--- src/rtl/usbdev_pkg.sv ---
// Shared definitions for the USB device always-on suspend/wake sequencer.
// State encodings are fixed because state_o exposes them to debug software.
`timescale 1ns/1ps
package usbdev_pkg;

  typedef enum logic [2:0] {
    ST_IDLE    = 3'd0,
    ST_ARMING  = 3'd1,
    ST_MONITOR = 3'd2,
    ST_WAKING  = 3'd3,
    ST_RELEASE = 3'd4
  } aon_state_e;

  // Bit positions inside wake_cause_o
  localparam int unsigned CauseBusNotIdle = 0;
  localparam int unsigned CauseBusReset   = 1;
  localparam int unsigned CauseSenseLost  = 2;

endpackage

--- src/rtl/usbdev_aon_suspend_seq.sv ---
// Always-on suspend entry / wake handshake sequencer between the USB device IP,
// the wake detector and the power manager. All outputs are registered.
`timescale 1ns/1ps
module usbdev_aon_suspend_seq
  import usbdev_pkg::*;
#(
  parameter int unsigned ArmTimeout = 16,
  parameter int unsigned RelTimeout = 16
) (
  input  logic       clk_aon_i,
  input  logic       rst_aon_ni,
  input  logic       suspend_cmd_aon_i,
  input  logic       abort_aon_i,
  input  logic       core_ready_aon_i,
  input  logic       wake_detect_active_aon_i,
  input  logic       wake_req_aon_i,
  input  logic       bus_not_idle_aon_i,
  input  logic       bus_reset_aon_i,
  input  logic       sense_lost_aon_i,
  output logic       suspend_req_aon_o,
  output logic       wake_ack_aon_o,
  output logic       pwr_wake_req_o,
  output logic [2:0] wake_cause_o,
  output logic       done_o,
  output logic       arm_err_o,
  output logic       rel_err_o,
  output logic [2:0] state_o
);

  if (ArmTimeout < 2 || ArmTimeout > 255) begin : g_arm_timeout_range
    $error("ArmTimeout must be within 2..255");
  end
  if (RelTimeout < 2 || RelTimeout > 255) begin : g_rel_timeout_range
    $error("RelTimeout must be within 2..255");
  end

  // The timeout fires on the edge that would complete the N-th cycle in the state
  localparam logic [7:0] ArmLast = 8'(ArmTimeout - 1);
  localparam logic [7:0] RelLast = 8'(RelTimeout - 1);

  aon_state_e r_state;
  aon_state_e w_state_nxt;
  logic [7:0] r_cnt;
  logic       r_suspend_req;
  logic       r_wake_ack;
  logic       r_pwr_wake_req;
  logic [2:0] r_wake_cause;
  logic       r_done;
  logic       r_arm_err;
  logic       r_rel_err;

  logic w_done_nxt;
  logic w_arm_err_nxt;
  logic w_rel_err_nxt;
  logic w_capture;
  logic w_clear_cause;

  always_comb begin
    w_state_nxt   = r_state;
    w_done_nxt    = 1'b0;
    w_arm_err_nxt = 1'b0;
    w_rel_err_nxt = 1'b0;
    w_capture     = 1'b0;
    w_clear_cause = 1'b0;
    case (r_state)
      ST_IDLE: begin
        if (suspend_cmd_aon_i) begin
          w_state_nxt   = ST_ARMING;
          w_clear_cause = 1'b1;
        end
      end
      ST_ARMING: begin
        if (abort_aon_i) begin
          w_state_nxt = ST_RELEASE;
        end else if (wake_detect_active_aon_i) begin
          w_state_nxt = ST_MONITOR;
        end else if (r_cnt == ArmLast) begin
          w_state_nxt   = ST_IDLE;
          w_arm_err_nxt = 1'b1;
        end
      end
      ST_MONITOR: begin
        // Abort outranks a simultaneous wake so the cause stays untouched
        if (abort_aon_i) begin
          w_state_nxt = ST_RELEASE;
        end else if (wake_req_aon_i) begin
          w_state_nxt = ST_WAKING;
          w_capture   = 1'b1;
        end else if (!wake_detect_active_aon_i) begin
          w_state_nxt = ST_IDLE;
          w_done_nxt  = 1'b1;
        end
      end
      ST_WAKING: begin
        if (abort_aon_i || core_ready_aon_i) begin
          w_state_nxt = ST_RELEASE;
        end
      end
      ST_RELEASE: begin
        if (!wake_detect_active_aon_i) begin
          w_state_nxt = ST_IDLE;
          w_done_nxt  = 1'b1;
        end else if (r_cnt == RelLast) begin
          w_state_nxt   = ST_IDLE;
          w_rel_err_nxt = 1'b1;
        end
      end
      default: w_state_nxt = ST_IDLE;
    endcase
  end

  // Handshake levels are decoded from the next state so they change on the transition edge
  always_ff @(posedge clk_aon_i or negedge rst_aon_ni) begin
    if (!rst_aon_ni) begin
      r_state        <= ST_IDLE;
      r_cnt          <= 8'd0;
      r_suspend_req  <= 1'b0;
      r_wake_ack     <= 1'b0;
      r_pwr_wake_req <= 1'b0;
      r_wake_cause   <= 3'd0;
      r_done         <= 1'b0;
      r_arm_err      <= 1'b0;
      r_rel_err      <= 1'b0;
    end else begin
      r_state <= w_state_nxt;
      if (w_state_nxt != r_state) begin
        r_cnt <= 8'd0;
      end else if ((r_state == ST_ARMING || r_state == ST_RELEASE) && r_cnt != 8'hFF) begin
        r_cnt <= r_cnt + 8'd1;
      end
      r_suspend_req  <= (w_state_nxt == ST_ARMING);
      r_wake_ack     <= (w_state_nxt == ST_RELEASE);
      r_pwr_wake_req <= (w_state_nxt == ST_WAKING);
      r_done         <= w_done_nxt;
      r_arm_err      <= w_arm_err_nxt;
      r_rel_err      <= w_rel_err_nxt;
      if (w_clear_cause) begin
        r_wake_cause <= 3'd0;
      end else if (w_capture) begin
        r_wake_cause[CauseSenseLost]  <= sense_lost_aon_i;
        r_wake_cause[CauseBusReset]   <= bus_reset_aon_i;
        r_wake_cause[CauseBusNotIdle] <= bus_not_idle_aon_i;
      end
    end
  end

  assign suspend_req_aon_o = r_suspend_req;
  assign wake_ack_aon_o    = r_wake_ack;
  assign pwr_wake_req_o    = r_pwr_wake_req;
  assign wake_cause_o      = r_wake_cause;
  assign done_o            = r_done;
  assign arm_err_o         = r_arm_err;
  assign rel_err_o         = r_rel_err;
  assign state_o           = r_state;

  ASSERT_KNOWN_OUTPUTS: assert property (@(posedge clk_aon_i) disable iff (!rst_aon_ni)
    !$isunknown({suspend_req_aon_o, wake_ack_aon_o, pwr_wake_req_o, wake_cause_o,
                 done_o, arm_err_o, rel_err_o, state_o}));

  ASSERT_REQ_ACK_EXCLUSIVE: assert property (@(posedge clk_aon_i) disable iff (!rst_aon_ni)
    !(suspend_req_aon_o && wake_ack_aon_o));

endmodule

--- config.mk ---
export PLATFORM = sky130hd
export DESIGN_NAME = usbdev_aon_suspend_seq
export DESIGN_NICKNAME = d
export VERILOG_FILES = /design/src/rtl/usbdev_pkg.sv /design/src/rtl/usbdev_aon_suspend_seq.sv
export SDC_FILE = /design/constraint.sdc
export NUM_CORES = 1
export LEC_CHECK = 0
export BUFFER_PORTS_ARGS = -buffer_cell sky130_fd_sc_hd__clkbuf_2
export CAP_MARGIN = 20
export CORE_UTILIZATION = 42
export DETAILED_ROUTE_END_ITERATION = 7
export GPL_TIMING_DRIVEN = 0
export SYNTH_ARGS = -nofsm -noshare
export SYNTH_HDL_FRONTEND = slang
export SYNTH_SLANG_ARGS = --single-unit
--- constraint.sdc ---
create_clock -name clk_aon_i -period 3.6 [get_ports clk_aon_i]
set_clock_uncertainty 0.2 [all_clocks]
set_input_delay 0.36 -clock clk_aon_i [delete_from_list [all_inputs] [get_ports clk_aon_i]]
set_output_delay 0.36 -clock clk_aon_i [all_outputs]
set_load 0.03 [all_outputs]
[Word level (Yosys, flattened, before mapping)]
Index checks and enable logic that the tools add are counted.
Storage, ports and cells
  flip-flop bits (word level): 20
  latch bits: 0
  bits in writable memories: 0
  bits in read-only memories: 0
  input bits: 10
  output and inout port bits: 12
  logic and storage cells: 55
  memories kept: 0
Cells by class
  add/sub/neg operators: 1
  multipliers: 0
  divide/modulo/power cells: 0
  magnitude comparators: 0
  equal/unequal tests: 10
  shift-type cells: 0
  multiplexer cells: 29
  bitwise operators: 0
  reductions and logical operators: 6
Operators by type and width (count)
  $mux 3: 11
  $mux 8: 2
  $pmux 3 s5: 1
  $mux 1: 14
  $eq 3x2->1 const B: 3
  $add 8x1->8 const B: 1
  $eq 8x4->1 const B: 1
  $ne 8x8->1 const B: 1
  $eq 3x1->1 const B: 2
  $eq 3x3->1 const B: 2
  $reduce_bool 2->1: 2
  $logic_not 3->1: 1
  $ne 3x3->1: 1
  $logic_or 1x1->1: 2
  $pmux 1 s2: 1
  $logic_and 1x1->1: 1

[Longest topological paths before layout]
Gate-level depths: netlist of run 1.
  depth after elaboration: 7
  mapped depth: 6
  depth with buffers taken out: 5

[Least setup slack after synthesis of run 1]
Ideal clock, no wire load.
  path type: register -> register
  start point: register r_state[0], in the netlist state_o[0]
  end point: register r_cnt[7]
  setup time: 0.096 ns
  arrival time: 1.796 ns
  data required time: 3.304 ns
  slack: 1.508 ns
  stages on the path, launching flop included: 6
  buffers on the path: 1
  period minus slack after synthesis: 2.092 ns
  cell sequence: dfrtp_1 buf_2 or4b_4 a221oi_2 a221oi_2 nor4_2
Between the ends
  longest elaborated chain between the ends: 6
  elaborated cells between the ends (all ways): 20
  classes of those cells: 5 x eq/ne; 11 x mux; 4 x reduce/logical
Ends and longest elaborated chain
  start: declaration: line usbdev_aon_suspend_seq.sv:41  | aon_state_e r_state;
  start signal: assignment: line usbdev_aon_suspend_seq.sv:125  | r_state <= w_state_nxt;
  $mux 3, on equally long branches: line usbdev_aon_suspend_seq.sv:89, usbdev_aon_suspend_seq.sv:77, usbdev_aon_suspend_seq.sv:103
  $mux 3, on equally long branches: line usbdev_aon_suspend_seq.sv:86, usbdev_aon_suspend_seq.sv:75
  $mux 3, on equally long branches: line usbdev_aon_suspend_seq.sv:84, usbdev_aon_suspend_seq.sv:73
  $pmux 3 s5: line usbdev_aon_suspend_seq.sv:65  | case (r_state)
  $ne 3x3->1: line usbdev_aon_suspend_seq.sv:126  | if (w_state_nxt != r_state) begin
  $mux 8 or $reduce_bool 2->1 (tied branches)
  end signal: assignment: line usbdev_aon_suspend_seq.sv:129  | r_cnt <= r_cnt + 8'd1;
  end: declaration: line usbdev_aon_suspend_seq.sv:43  | logic [7:0] r_cnt;
Parallel ways exist; a longest one is shown, timed or not.
A chain may end at the register's enable or synchronous reset.

[Worst setup path after layout of run 1]
  start point: register r_cnt[5]
  end point: register r_cnt[0]
Between the ends
  longest elaborated chain between the ends: 7
  elaborated cells between the ends (all ways): 11
  classes of those cells: 3 x eq/ne; 6 x mux; 2 x reduce/logical
Ends and longest elaborated chain
  $eq 8x4->1: line usbdev_aon_suspend_seq.sv:77, usbdev_aon_suspend_seq.sv:103
  $mux 3: line usbdev_aon_suspend_seq.sv:77, usbdev_aon_suspend_seq.sv:103
  $mux 3: line usbdev_aon_suspend_seq.sv:75  | end else if (wake_detect_active_aon_i) begin
  $mux 3: line usbdev_aon_suspend_seq.sv:73  | if (abort_aon_i) begin
  $pmux 3 s5: line usbdev_aon_suspend_seq.sv:65
  $ne 3x3->1: line usbdev_aon_suspend_seq.sv:126
  $mux 8 or $reduce_bool 2->1 (tied branches)
Parallel ways exist; a longest one is shown, timed or not.

==> results.toml, run 1 <==
[run_status]
status = "finished clean"

[power_and_ir_drop]
p_per_area_nw_per_um2 = 594
p_leak_nw = 0.574
power_mw = 0.774
ir_drop_uv = 352

[setup_path]
crit_family = "compound AO/OA/AOI/OAI gates"
endpoint_kind = "register"
cp_max_fo = 8
crit_required_ns = 3.57
cp-start-kind = "register"
cp_cell_sequence = "nor4_1 > a221oi_2 > a221oi_2 > nor3_1"
slowest_stage = "nor4_1"
crit_arrival_ns = 2.19
worst-path-buf-inv = 0
max_stage_delay_ns = 0.60
path_class = "register to register"
cp_common_cell = "a221oi_2"

[global_routing]
antenna_found_initial = 0
grt_pass1_wl_mm = 3.91
grt_max_degree = 21
track_usage_pct = 19.7
grt_pass1_vias = 872
gr-total-overflow = 0

[yosys]
synth-seq-cells = 20
post-synth-top-area-cell = "dfrtp_1"
synthCells = 115
yosysSeqAreaShare_pct = 44.9
avgSynthCellArea_um2 = 9.68
ys_types = 36
synthTopCellsByArea = "dfrtp_1 45%, nor3_1 4.9%, nor4_1 3.4%"
synth_top_area_share_pct = 44.9
synth_warnings = 0
syn_area_um2 = 1110
syn_nets = 126

[finish]
num-fill-cells = 237
final_cell_mix = "21 x clkbuf_2, 20 x dfrtp_1, 11 x nor3_1, 8 x nand2_1, 8 x nor2_1"
fin_nets = 153
area_growth_pct = 17.0
final_layout_size_suffix_gt1_share_pct = 24.8
antenna_cells = 0
final_common_cell = "clkbuf_2"

[timing]
hold_ws_ns = 0.0703
setup_tns_ns = 0
finalHoldViolCount = 0
relSlewSlack_pct = 50.9
slew_viol_final = 0
timing.fmax_ghz = 0.450
rsz0062_at_grt = "false"
setup_viol_count_final = 0
post-route-period-util_pct = 61.8
worstMarginPinSlew_ns = 0.732
finalCriticalPeriod_ns = 2.22

[clock_network]
cts_buffer_depth = 2
htree_levels = 1
clkSinkCount = 20
path_clk_slew_ns = 0.11
ctsResizeCount = 0
clock_latency_ns = 0.31
cts_buffers = 3
tritoncts = "yes"
cts_root_buffer = "clkbuf_4"

[floorplanning]
initial_core_util_pct = 44.5
ios = 22
design.core.area_um2 = 2500
die_h_um = 53.5
die_area_um2 = 2860
die_x_um = 53.5
fp-row-count = 18

[place]
io_buffers = 21
dp_hpwl_mm = 1.77
place.gp.congestion = 0.859

[detailed_routing]
viasPerCell = 5.88
via_count = 1005
drc = 0
dr.pass1.iters = 4
initialDrtViolationCount = 28
drtAntennaViolNets = 0
wl_per_cell_um = 14.0
wirelength_mm = 2.40

[min_path]
hp-class = "primary input to register"

[job]
maxCapViolCount = 0
==> layer usage <==
layer / GRT usage (%) / share of wire [%] / vias up
li1: - / - / 492
met1: 26.1 / 48 / 477
met2: 28.5 / 44 / 29
met3: 5.17 / 5.8 / 7
met4: 11.0 / 2.6 / 0
met5: 0 / 0 / -
==> area by class of cell <==
class                           instances  area (µm²)  area share, %
Buffer                                  6        26.3           2.02
Clock buffer                            4        36.3           2.79
Inverter                                3        11.3          0.865
Multi-Input combinational cell         86         576           44.2
Sequential cell                        20         500           38.4
Tap cell                               30        37.5           2.88
Timing Repair Buffer                   22         115           8.84
==> worst paths after layout <==
check                                   startpoint         endpoint  slack [ns]  cells past startpoint
worst min-delay path            bus_not_idle_aon_i  wake_cause_o[0]        0.07                      2
worst max register to register            r_cnt[5]         r_cnt[0]        1.38                      4
max in group asynchronous               rst_aon_ni  wake_cause_o[2]        2.54                      2
worst min register to register     wake_cause_o[2]  wake_cause_o[2]        0.31                      1
min in group asynchronous               rst_aon_ni        rel_err_o        0.33                      2
worst max-delay path                      r_cnt[5]         r_cnt[0]        1.38                      4
==> state kept, by name (all words and copies together) (netlist names) <==
name,cells
arm_err_o,1
done_o,1
pwr_wake_req_o,1
r_cnt,8
rel_err_o,1
state_o,3
suspend_req_aon_o,1
wake_ack_aon_o,1
wake_cause_o,3
==> stage by stage <==
step / instance area, µm² / cells / setup WS [ns] / utilization [%]
after floorplan: 1110 / 115 / 1.51 / -
after global placement: 1260 / 166 / 1.35 / 50.3
after detailed placement: 1260 / 166 / 1.35 / 50.3
after CTS: 1300 / 171 / 1.35 / 52.1
after global routing: 1300 / 171 / 1.23 / 52.1
final: 1300 / 171 / 1.38 / 52.1
==> report_power, final <==
part	total, mW	switching, mW	internal, mW	leakage, nW
Combinational	0.369	0.245	0.123	0.279
Clock	0.132	0.0703	0.0618	0.0210
Sequential	0.273	0.0178	0.256	0.274
Total	0.774	0.334	0.441	0.574
==> cell usage after synthesis (all sizes together) <==
cell and instances:
mux2i 3, o22ai 3, inv 2, nand3b 1, and3 2, a221oi 2
nand3 4, or4 2, or3b 1, clkinv 1, xnor2 2, a22o 4
clkbuf 3, mux2 1, ha 1, or4b 1, or4bb 1, a2111oi 1
nor2 8, nand4 1, a211oi 3, nor4 7, a21oi 5, a311o 1
buf 3, o21ai 4, a211o 1, o311a 1, nand2 8, dfrtp 20
xor2 1, nor3 11, nor2b 4, o31ai 2
==> kinds of logic after synthesis <==
kind of cell	share of synthesized area, %
xor+xnor	2.36
mux	3.71
flops	44.9
fa+ha+maj	1.12
simple gates	25.6
compound gates	18.9
buf+inv	3.37
==> what timing repair did <==
item	CTS	global route
buffers inserted	0	0
endpoints found under the hold margin	20	0
endpoints found under the setup margin	0	0
hold buffers	1	0
No activity file was read; power rests on OpenSTA's default activity.
==> run 2: changes to the inputs <==
--- a/config.mk
+++ b/config.mk
@@ -5,11 +5,13 @@
 export SDC_FILE = /design/constraint.sdc
 export NUM_CORES = 1
 export LEC_CHECK = 0
+export ABC_AREA = 1
 export BUFFER_PORTS_ARGS = -buffer_cell sky130_fd_sc_hd__clkbuf_2
 export CAP_MARGIN = 20
 export CORE_UTILIZATION = 42
 export DETAILED_ROUTE_END_ITERATION = 7
 export GPL_TIMING_DRIVEN = 0
+export PLACE_DENSITY = 0.66
 export SYNTH_ARGS = -nofsm -noshare
 export SYNTH_HDL_FRONTEND = slang
 export SYNTH_SLANG_ARGS = --single-unit
==> constraint.sdc (replaced) <==
create_clock -name clk_aon_i -period 1.9 [get_ports clk_aon_i]
set_clock_uncertainty 0.2 [all_clocks]
set_input_delay 0.19 -clock clk_aon_i [delete_from_list [all_inputs] [get_ports clk_aon_i]]
set_output_delay 0.19 -clock clk_aon_i [all_outputs]
set_load 0.03 [all_outputs]
==> results.toml, run 2 <==
[run_status]
status = "complete, but fails checks"
violations = "setup timing"

[clock_network]
tritoncts = "yes"
htree_levels = 1
clock_latency_ns = 0.30
clkSinkCount = 20
cts_buffer_depth = 2
cts_buffers = 3
cts_root_buffer = "clkbuf_4"
path_clk_slew_ns = 0.12

[detailed_routing]
top_layer = "met4"
wirelength_mm = 2.48
drtAntennaViolNets = 0
routed-wl-met2_mm = 1.26
wl_met3_um = 116
initialDrtViolationCount = 26
wl_per_cell_um = 11.7
wl_met1_mm = 1.06
dr.pass1.iters = 4
viasPerCell = 5.04
drc = 0
via_count = 1064

[finish]
largest_register_ffs = 8
final_layout_size_suffix_gt1_share_pct = 31.1
area_growth_pct = 36.4
final_common_cell = "nand2_1"
antenna_cells = 0
final_core_util_pct = 62.8
top_register = "r_cnt"
num-fill-cells = 189
stdcell_count = 211
fin_nets = 195
final_cell_mix = "36 x nand2_1, 21 x clkbuf_2, 17 x nor2_1, 17 x dfrtp_1"

[setup_path]
slowest_stage = "dfrtp_1"
worst-path-buf-inv = 2
cp-start-kind = "register"
cp_cell_sequence = "ha_2 > nand2_2 > nor2_4 > nand2_1 > nor2_2 > nand3_1 > nand2_2 > inv_2 > buf_6 > nand2_2 > nand2_1 > nand2_1 > nor2_1"
max_stage_delay_ns = 0.37
path_class = "register to register"
crit_required_ns = 1.91
endpoint_kind = "register"
crit_family = "simple AND/OR/NAND/NOR gates"
cp_max_fo = 5
crit_arrival_ns = 1.94

[yosys]
synthTopCellsByArea = "dfrtp_1 48%, nand2_1 14%, nand3_1 9.1%"
synth-seq-cells = 20
synth_top_area_share_pct = 47.8
syn_nets = 152
async_reset_ff_share_pct = 100
post-synth-top-area-cell = "dfrtp_1"
synth_edf_count = 0
ys_top_cells_by_count = "39 x nand2_1, 20 x dfrtp_1, 19 x nand3_1, 19 x nor2_1, 16 x inv_1"
ys.flop_type = "dfrtp_1"
syn_area_um2 = 1050
yosysSeqAreaShare_pct = 47.8
synthCells = 141
post-synth-top-count-cell = "nand2_1"
synth_warnings = 0
avgSynthCellArea_um2 = 7.43
ys_types = 21

[floorplanning]
die_area_um2 = 2700
die_h_um = 51.9
initial_core_util_pct = 46.0
ios = 22
fp-row-count = 17
die_x_um = 51.9
design.core.area_um2 = 2280

[place]
dpl.cell_count = 190
dp_hpwl_mm = 1.64
io_buffers = 21
place.gp.congestion = 0.790

[global_routing]
antenna_found_initial = 0
gr-total-overflow = 0
grt_pass1_vias = 912
grt_max_degree = 21
grt_pass1_wl_mm = 3.78
track_usage_pct = 19.3

[timing]
post-route-period-util_pct = 102
rsz0062_at_grt = "true"
finalCriticalPeriod_ns = 1.93
relSlewSlack_pct = 68.8
finalHoldViolCount = 0
setup_tns_ns = -0.0928
worstMarginPinSlew_ns = 0.468
slew_viol_final = 0
setup_viol_count_final = 4
timing.fmax_ghz = 0.517
setup_slack_ns = -0.0343

[job]
maxCapViolCount = 0

[power_and_ir_drop]
p_per_area_nw_per_um2 = 1220
ir_drop_uv = 936
power_mw = 1.74
p_leak_nw = 0.738

[min_path]
hp-class = "primary input to register"
-- run 2: logic make-up after synthesis --
kind of cell	Yosys count	share of synthesized area [%]
xor gates and xnor gates	1	0.836
and+or+nand+nor	89	37.2
AOI/OAI and AO/OA	9	4.78
buffers and inverters	21	8.24
adders and majority gates	1	1.19
DFF	20	47.8
-- run 2: power by group --
| group | switching (mW) | leakage, nW | internal [mW] |
|---|---|---|---|
| Combinational | 0.543 | 0.440 | 0.291 |
| Clock | 0.134 | 0.0279 | 0.213 |
| Sequential | 0.0641 | 0.270 | 0.496 |
-- run 2: tightest hold or removal path, stage by stage --
cell and delay, ns:
clkbuf_2 0.09, nand3_1 0.17, o21ai_0 0.10
-- run 2: routing by layer --
metal | vias up | global-route usage, %
li1 | 535 | -
met1 | 492 | 23.6
met2 | 33 | 32.9
met3 | 4 | 3.51
met4 | 0 | 8.11
met5 | - | 0
-- run 2: final timing paths --
path / to / from / slack [ns] / cells after the start
min in group asynchronous: suspend_req_aon_o / rst_aon_ni / 0.17 / 2
worst min register to register: wake_cause_o[1] / wake_cause_o[1] / 0.33 / 2
max in group asynchronous: state_o[2] / rst_aon_ni / 0.99 / 2
worst min-delay path: wake_cause_o[1] / wake_req_aon_i / 0.09 / 3
worst max register to register: r_cnt[6] / r_cnt[1] / -0.03 / 13
worst max-delay path: r_cnt[6] / r_cnt[1] / -0.03 / 13
-- run 2: stage by stage --
step	worst slack (ns)	instance area, µm²	hold WS [ns]
2_1_floorplan	0.157	1050	-0.306
3_3_place_gp	0.0107	1190	-0.0264
3_5_place_dp	-0.0375	1190	-0.0230
4_1_cts	0.0480	1340	0.0763
5_1_grt	-0.0959	1430	0.136
6_report	-0.0343	1430	0.0875
-- run 2: cell type report --
class / count / area, µm² / area share, %
Multi-Input combinational cell: 100 / 500 / 35.0
Clock inverter: 1 / 30.0 / 2.10
Tap cell: 28 / 35.0 / 2.45
Timing Repair Buffer: 38 / 250 / 17.5
Sequential cell: 20 / 504 / 35.3
Buffer: 1 / 11.3 / 0.788
Inverter: 20 / 75.1 / 5.25
Clock buffer: 3 / 22.5 / 1.58
-- run 2: repair_timing --
item | 4_1_cts | 5_1_grt
gates cloned | 0 | 1
endpoints found under the hold margin | 27 | 0
setup endpoints to repair | 8 | 8
hold buffers | 7 | 0
resized for setup | 2 | 13
pin swaps | 1 | 7
setup buffers | 3 | 6
